===== src/rtl/float_to_fixed_pkg.sv =====
// float_to_fixed_pkg: FP32 field constants, input classes and status flag layout
package float_to_fixed_pkg;
    localparam int         EXP_BIAS = 127;
    localparam int         MANT_W   = 23;
    localparam logic [7:0] EXP_MAX  = 8'hFF;

    typedef enum logic [2:0] {FP_ZERO, FP_DENORM, FP_NORM, FP_INF, FP_NAN} fp_class_e;

    typedef struct packed {
        logic nan;
        logic sat;
        logic underflow;
        logic inexact;
    } flags_t;
endpackage


===== src/rtl/float_to_fixed_pipe_unpack.sv =====
// fp32_unpack: splits an FP32 word into sign, unbiased exponent, mantissa with hidden bit and class
module fp32_unpack
    import float_to_fixed_pkg::*;
(
    input  logic [31:0]       i_float,
    output logic              o_sign,
    output logic signed [9:0] o_exp,
    output logic [23:0]       o_mant,
    output fp_class_e         o_class
);
    logic [7:0]  w_exp;
    logic [22:0] w_frac;

    assign w_exp  = i_float[30:23];
    assign w_frac = i_float[22:0];
    assign o_sign = i_float[31];
    assign o_exp  = $signed({2'b00, w_exp}) - 10'(EXP_BIAS);
    assign o_mant = {|w_exp, w_frac};

    always_comb
        o_class = (w_exp == EXP_MAX) ? ((|w_frac) ? FP_NAN : FP_INF) :
                  (w_exp == 8'd0)    ? ((|w_frac) ? FP_DENORM : FP_ZERO) : FP_NORM;
endmodule


===== src/rtl/float_to_fixed_pipe.sv =====
// float_to_fixed_pipe: two-stage FP32 to Q(INT_W.FRAC_W) converter with rounding, saturation and flags
module float_to_fixed_pipe
    import float_to_fixed_pkg::*;
#(
    parameter int INT_W     = 12,
    parameter int FRAC_W    = 0,
    parameter int SIGNED    = 0,
    parameter int ROUND_RNE = 1
)(
    input  logic                     clk_i,
    input  logic                     rst_ni,
    input  logic                     s_valid_i,
    output logic                     s_ready_o,
    input  logic [31:0]              float_i,
    output logic                     m_valid_o,
    input  logic                     m_ready_i,
    output logic [INT_W+FRAC_W-1:0]  fixed_o,
    output flags_t                   flags_o
);
    localparam int         OUT_W = INT_W + FRAC_W;
    localparam logic [32:0] LIM_P = (SIGNED != 0) ? (33'd1 << (OUT_W - 1)) - 33'd1 : (33'd1 << OUT_W) - 33'd1;
    localparam logic [32:0] LIM_N = (SIGNED != 0) ? (33'd1 << (OUT_W - 1)) : 33'd0;
    localparam logic [32:0] NEG_N = ~LIM_N + 33'd1;
    localparam logic [OUT_W-1:0] MAX_V = LIM_P[OUT_W-1:0];
    localparam logic [OUT_W-1:0] MIN_V = NEG_N[OUT_W-1:0];

    logic              w_adv;
    logic              w_sign;
    logic signed [9:0] w_exp;
    logic [23:0]       w_mant;
    fp_class_e         w_cls;
    logic signed [10:0] w_t;
    logic [63:0]       w_shifted;
    logic              w_big;

    logic              r_s1_valid;
    logic              r_s1_sign;
    fp_class_e         r_s1_cls;
    logic              r_s1_big;
    logic [31:0]       r_s1_mag;
    logic              r_s1_guard;
    logic              r_s1_sticky;

    logic              w_rnd;
    logic              w_ovf;
    logic [32:0]       w_rmag;
    logic [32:0]       w_nmag;
    logic [OUT_W-1:0]  w_fix;
    flags_t            w_flg;

    assign w_adv     = !m_valid_o || m_ready_i;
    assign s_ready_o = w_adv;

    fp32_unpack u_unpack (
        .i_float (float_i),
        .o_sign  (w_sign),
        .o_exp   (w_exp),
        .o_mant  (w_mant),
        .o_class (w_cls)
    );

    // Mantissa sits at bit 0 of a 64b word whose low 32 bits are fraction; w_t places it.
    assign w_t       = 11'(w_exp) + 11'(FRAC_W + 32 - MANT_W);
    assign w_big     = w_exp >= 10'(INT_W);
    assign w_shifted = (w_t < 11'sd0) ? 64'd0 : ({40'd0, w_mant} << w_t[5:0]);

    assign w_rnd  = (ROUND_RNE != 0) && r_s1_guard && (r_s1_sticky || r_s1_mag[0]);
    assign w_rmag = {1'b0, r_s1_mag} + 33'(w_rnd);
    assign w_nmag = 33'd0 - w_rmag;
    assign w_ovf  = r_s1_big || (w_rmag > (r_s1_sign ? LIM_N : LIM_P));

    always_comb begin
        w_fix = '0;
        w_flg = '0;
        if (r_s1_cls == FP_NAN)
            w_flg.nan = 1'b1;
        else if (r_s1_cls == FP_INF || (r_s1_sign && SIGNED == 0 && r_s1_cls != FP_ZERO) ||
                 (r_s1_cls == FP_NORM && w_ovf)) begin
            w_fix     = r_s1_sign ? MIN_V : MAX_V;
            w_flg.sat = 1'b1;
        end else if (r_s1_cls == FP_DENORM || (r_s1_cls == FP_NORM && w_rmag == 33'd0))
            w_flg.underflow = 1'b1;
        else if (r_s1_cls == FP_NORM) begin
            w_fix         = r_s1_sign ? w_nmag[OUT_W-1:0] : w_rmag[OUT_W-1:0];
            w_flg.inexact = r_s1_guard || r_s1_sticky;
        end
    end

    always_ff @(posedge clk_i) begin
        if (!rst_ni) begin
            r_s1_valid <= 1'b0;
            m_valid_o  <= 1'b0;
            fixed_o    <= '0;
            flags_o    <= '0;
        end else if (w_adv) begin
            r_s1_valid <= s_valid_i;
            m_valid_o  <= r_s1_valid;
            if (s_valid_i) begin
                r_s1_sign   <= w_sign;
                r_s1_cls    <= w_cls;
                r_s1_big    <= w_big;
                r_s1_mag    <= w_shifted[63:32];
                r_s1_guard  <= (w_t < 11'sd0) ? 1'b0 : w_shifted[31];
                r_s1_sticky <= (w_t < 11'sd0) ? |w_mant : |w_shifted[30:0];
            end
            if (r_s1_valid) begin
                fixed_o <= w_fix;
                flags_o <= w_flg;
            end
        end
    end
endmodule


===== config.mk =====
export PLATFORM = sky130hd
export DESIGN_NAME = float_to_fixed_pipe
export DESIGN_NICKNAME = d
export VERILOG_FILES = /design/src/rtl/float_to_fixed_pkg.sv /design/src/rtl/float_to_fixed_pipe_unpack.sv /design/src/rtl/float_to_fixed_pipe.sv
export SDC_FILE = /design/constraint.sdc
export NUM_CORES = 1
export LEC_CHECK = 0
export ABC_AREA = 1
export BUFFER_PORTS_ARGS = -buffer_cell sky130_fd_sc_hd__buf_4
export CORE_MARGIN = 2
export CORE_UTILIZATION = 40
export CTS_CLUSTER_DIAMETER = 60
export DETAILED_ROUTE_END_ITERATION = 10
export GPL_ROUTABILITY_DRIVEN = 0
export SLEW_MARGIN = 20
export SYNTH_ARGS = -nofsm -noshare
export SYNTH_HDL_FRONTEND = slang
export SYNTH_SLANG_ARGS = --single-unit

===== constraint.sdc =====
create_clock -name clk_i -period 5 [get_ports clk_i]
set_clock_uncertainty 0.15 [all_clocks]
set_input_delay 0.5 -clock clk_i [delete_from_list [all_inputs] [get_ports clk_i]]
set_output_delay 0.5 -clock clk_i [all_outputs]
set_load 0.02 [all_outputs]

==> flow_summary.ini <==
[synthesis]
synth_cell_types = 50
synthFlopType = edfxtp_1
async_flop_share_pct = 0
syn-num-nets = 1102
post-synth-top-count-cell = nand2_1
synth_area_leaders = nand2_1 22%, edfxtp_1 19%, nand3_1 9.7%, o21ai_0 6.0%, dfxtp_1 5.7%
ys_top_cells_by_count = 369 x nand2_1, 121 x nand3_1, 94 x inv_1
ys_warn_count = 0
synth-seq-cells = 57
synth-seq-area-share_pct = 24.4
synth.avg_cell_area_um2 = 6.00
yosys.area.top_type = nand2_1
yosysTopAreaCellShare_pct = 22.1
synth_edf_count = 39
syn-cell-area_mm2 = 0.00627
syn_inst = 1046

[placed_design]
hpwl_um = 14800
io_buffers = 53
dp_slack_ns = 0.939
placed_cell_area_mm2 = 0.00683

[detailed_routing]
vias_per_cell = 5.13
vias = 6663
drc_errors = 0
drtIter0Drc = 523
dr.pass1.iters = 8
drt_wl_total_um = 18100
wl_per_cell_um = 13.9
ant_nets = 0

[run_status]
status = complete, no violations

[die]
die_h_um = 129
die_w_um = 129
design.core.area_mm2 = 0.0153
fp-row-count = 45
die-area_mm2 = 0.0167
io_pins = 54
start_util_pct = 41.1

[finish]
drive_gt1_share_pct = 11.5
nNetsFinal = 1138
syn2layout_area_growth_pct = 13.8
postLayoutCoreUtil_pct = 46.8
n_antenna_cell = 0
postLayoutCellArea_mm2 = 0.00714

[global_route]
grt_max_degree = 58
groute.usage.overall_pct = 22.0
antenna_found_initial = 0
grt_pass1_vias = 5974
grt-ovfl-total = 0
grt_pass1_wl_um = 29600

[timing]
slew_viol_final = 0
finalCritPeriodShare_pct = 76.6
tightest_slew_ns = 1.01
hold_violations = 0
clock.fmax_ghz = 0.261
setup_slack_ns = 1.17
setup_viol = 0
rsz0062_at_grt = false
maxSlewHeadroom_pct = 32.6
tns_ns = 0
period_minus_slack_ns = 3.83

[worst_setup_path]
worst-path-stages = 20
cp.required_ns = 4.91
crit_path_frequent_cell = nand2_1
crit_type = in -> reg
cp_max_fo = 57
crit_path_max_incr_delay_ns = 0.42
path_cells = buf_4 -> inv_2 -> ha_1 -> inv_1 -> nand2_1 -> nand2_1 -> inv_1 -> o21ai_0 -> nand3_1 -> nand2_1 -> nand2_1 -> o21ai_0 -> nand2_1 -> nand2_1 -> nor2_1 -> nand2_1 -> nor2_1 -> nand3_1 -> nand2_1 -> nand2_1
cp_num_buf_inv = 4
crit_slowest_cell = inv_1
worstPathArrival_ns = 3.74
r2r_cells = 21
crit_family = simple AND/OR/NAND/NOR gates
crit_path_end_kind = register
cp-start-kind = input pin

[cts]
cts_root_buf = clkbuf_16
clock_path_buffers = 2
ctsHoldBuffers = 0
cts_resized = 0
clk_latency_ns = 0.32
cts-htree-levels = 3
cts_tree = yes
clk_pin_slew_ns = 0.06
cts_made_buffers = 9
cts_setup_buffers = 0
clock_sinks = 57

[min_path]
hold_path.class = in -> reg
hold_depth = 1

[power]
max-vdd-ir-drop_mv = 0.148
p_leak_nw = 3.29
p_per_area_mw_per_mm2 = 247

[job]
cap_violations = 0
[path summary, 6_finish.rpt]
check / end / slack [ns] / from
min: r_s1_sign$_DFFE_PP_ / 0.21 / float_i[31]
max: r_s1_sticky$_DFFE_PP_ / 1.17 / float_i[23]
min reg2reg: r_s1_valid$_SDFFE_PN0N_ / 0.31 / r_s1_valid$_SDFFE_PN0N_
max reg2reg: fixed_o[9]$_SDFFE_PN0P_ / 1.50 / r_s1_guard$_SDFFCE_PP0P_
[routing by layer]
| layer | track usage, % | share of wire (%) | up-vias | wire length [um] |
|---|---|---|---|---|
| li1 | - | - | 3515 | - |
| met1 | 32.0 | 49 | 2915 | 8890 |
| met2 | 34.2 | 43 | 200 | 7810 |
| met3 | 1.98 | 4.7 | 33 | 855 |
| met4 | 7.99 | 2.9 | 0 | 533 |
| met5 | 0 | 0 | - | 0 |
[flip-flops by register name (all words and copies together) (netlist names)]
register,flops
flags_o,4
m_valid_o,1
fixed_o,12
r_s1_cls,3
r_s1_valid,1
r_s1_guard,1
r_s1_sticky,1
r_s1_mag,32
r_s1_big,1
r_s1_sign,1
[cell type report]
class | instances | area [um2]
Timing Repair Buffer | 64 | 493
Tap cell | 211 | 264
Inverter | 103 | 387
Sequential cell | 57 | 1530
Multi-Input combinational cell | 847 | 4170
Clock inverter | 4 | 22.5
Clock buffer | 12 | 268
Fill cell | 1666 | 8120
[through the flow]
step	total power [mW]	std cells	hold WS [ns]
5_1_grt	1.87	1298	0.203
2_1_floorplan	1.00	1046	0.293
3_5_place_dp	1.18	1281	0.303
6_report	1.76	1298	0.207
4_1_cts	1.76	1297	0.202
3_3_place_gp	1.18	1281	0.302
[report_power, final]
group          switching (mW)  internal, mW
registers              0.0243         0.538
logic                   0.417         0.198
clock network           0.205         0.377
[layout by cell type, fill, tap and decap left out, types with 3 or more instances in the layout]
| cell | n |
|---|---|
| o32ai_1 | 3 |
| nor3_1 | 8 |
| nand3b_1 | 14 |
| nand3_1 | 121 |
| o22ai_1 | 3 |
| buf_4 | 63 |
| o21ai_0 | 75 |
| nor2_4 | 6 |
| nor2_1 | 87 |
| xnor2_1 | 6 |
| a21oi_1 | 40 |
| or2_2 | 3 |
| dfxtp_1 | 18 |
| clkinv_1 | 4 |
| edfxtp_1 | 39 |
| clkbuf_16 | 10 |
| nand2_2 | 9 |
| nor2_2 | 11 |
| o21ai_1 | 5 |
| o211ai_1 | 8 |
| ha_1 | 20 |
| inv_1 | 94 |
| and2_1 | 5 |
| nand4_1 | 12 |
| xor2_1 | 13 |
| nand3_2 | 3 |
| nand2_1 | 369 |
| inv_2 | 5 |
[cell families after synthesis]
kind of cell / Yosys count / share of synthesized area, %
AO/OA/AOI/OAI: 151 / 13.5
AND/OR/NAND/NOR: 655 / 45.9
multiplexers: 1 / 0.160
flip-flops: 57 / 24.4
XOR/XNOR: 20 / 2.91
buffers and inverters: 142 / 9.14
adder cells (fa/ha/maj): 20 / 3.99
[worst register-to-register path: stages (launching register included)]
cell	delay, ns
edfxtp_1	0.36
nand2_1	0.18
inv_1	0.10
ha_1	0.30
inv_2	0.09
nor2_4	0.17
nand3b_1	0.16
inv_1	0.09
nand2_1	0.05
nand2_1	0.12
inv_1	0.09
ha_1	0.29
nand3_1	0.12
nor3_1	0.24
nand2_1	0.06
a21boi_1	0.14
nor2_2	0.11
nand3_2	0.15
nand2_4	0.20
nand2_1	0.08
nand2_1	0.06
a21oi_1	0.06
No activity file was read; power rests on OpenSTA's default activity.
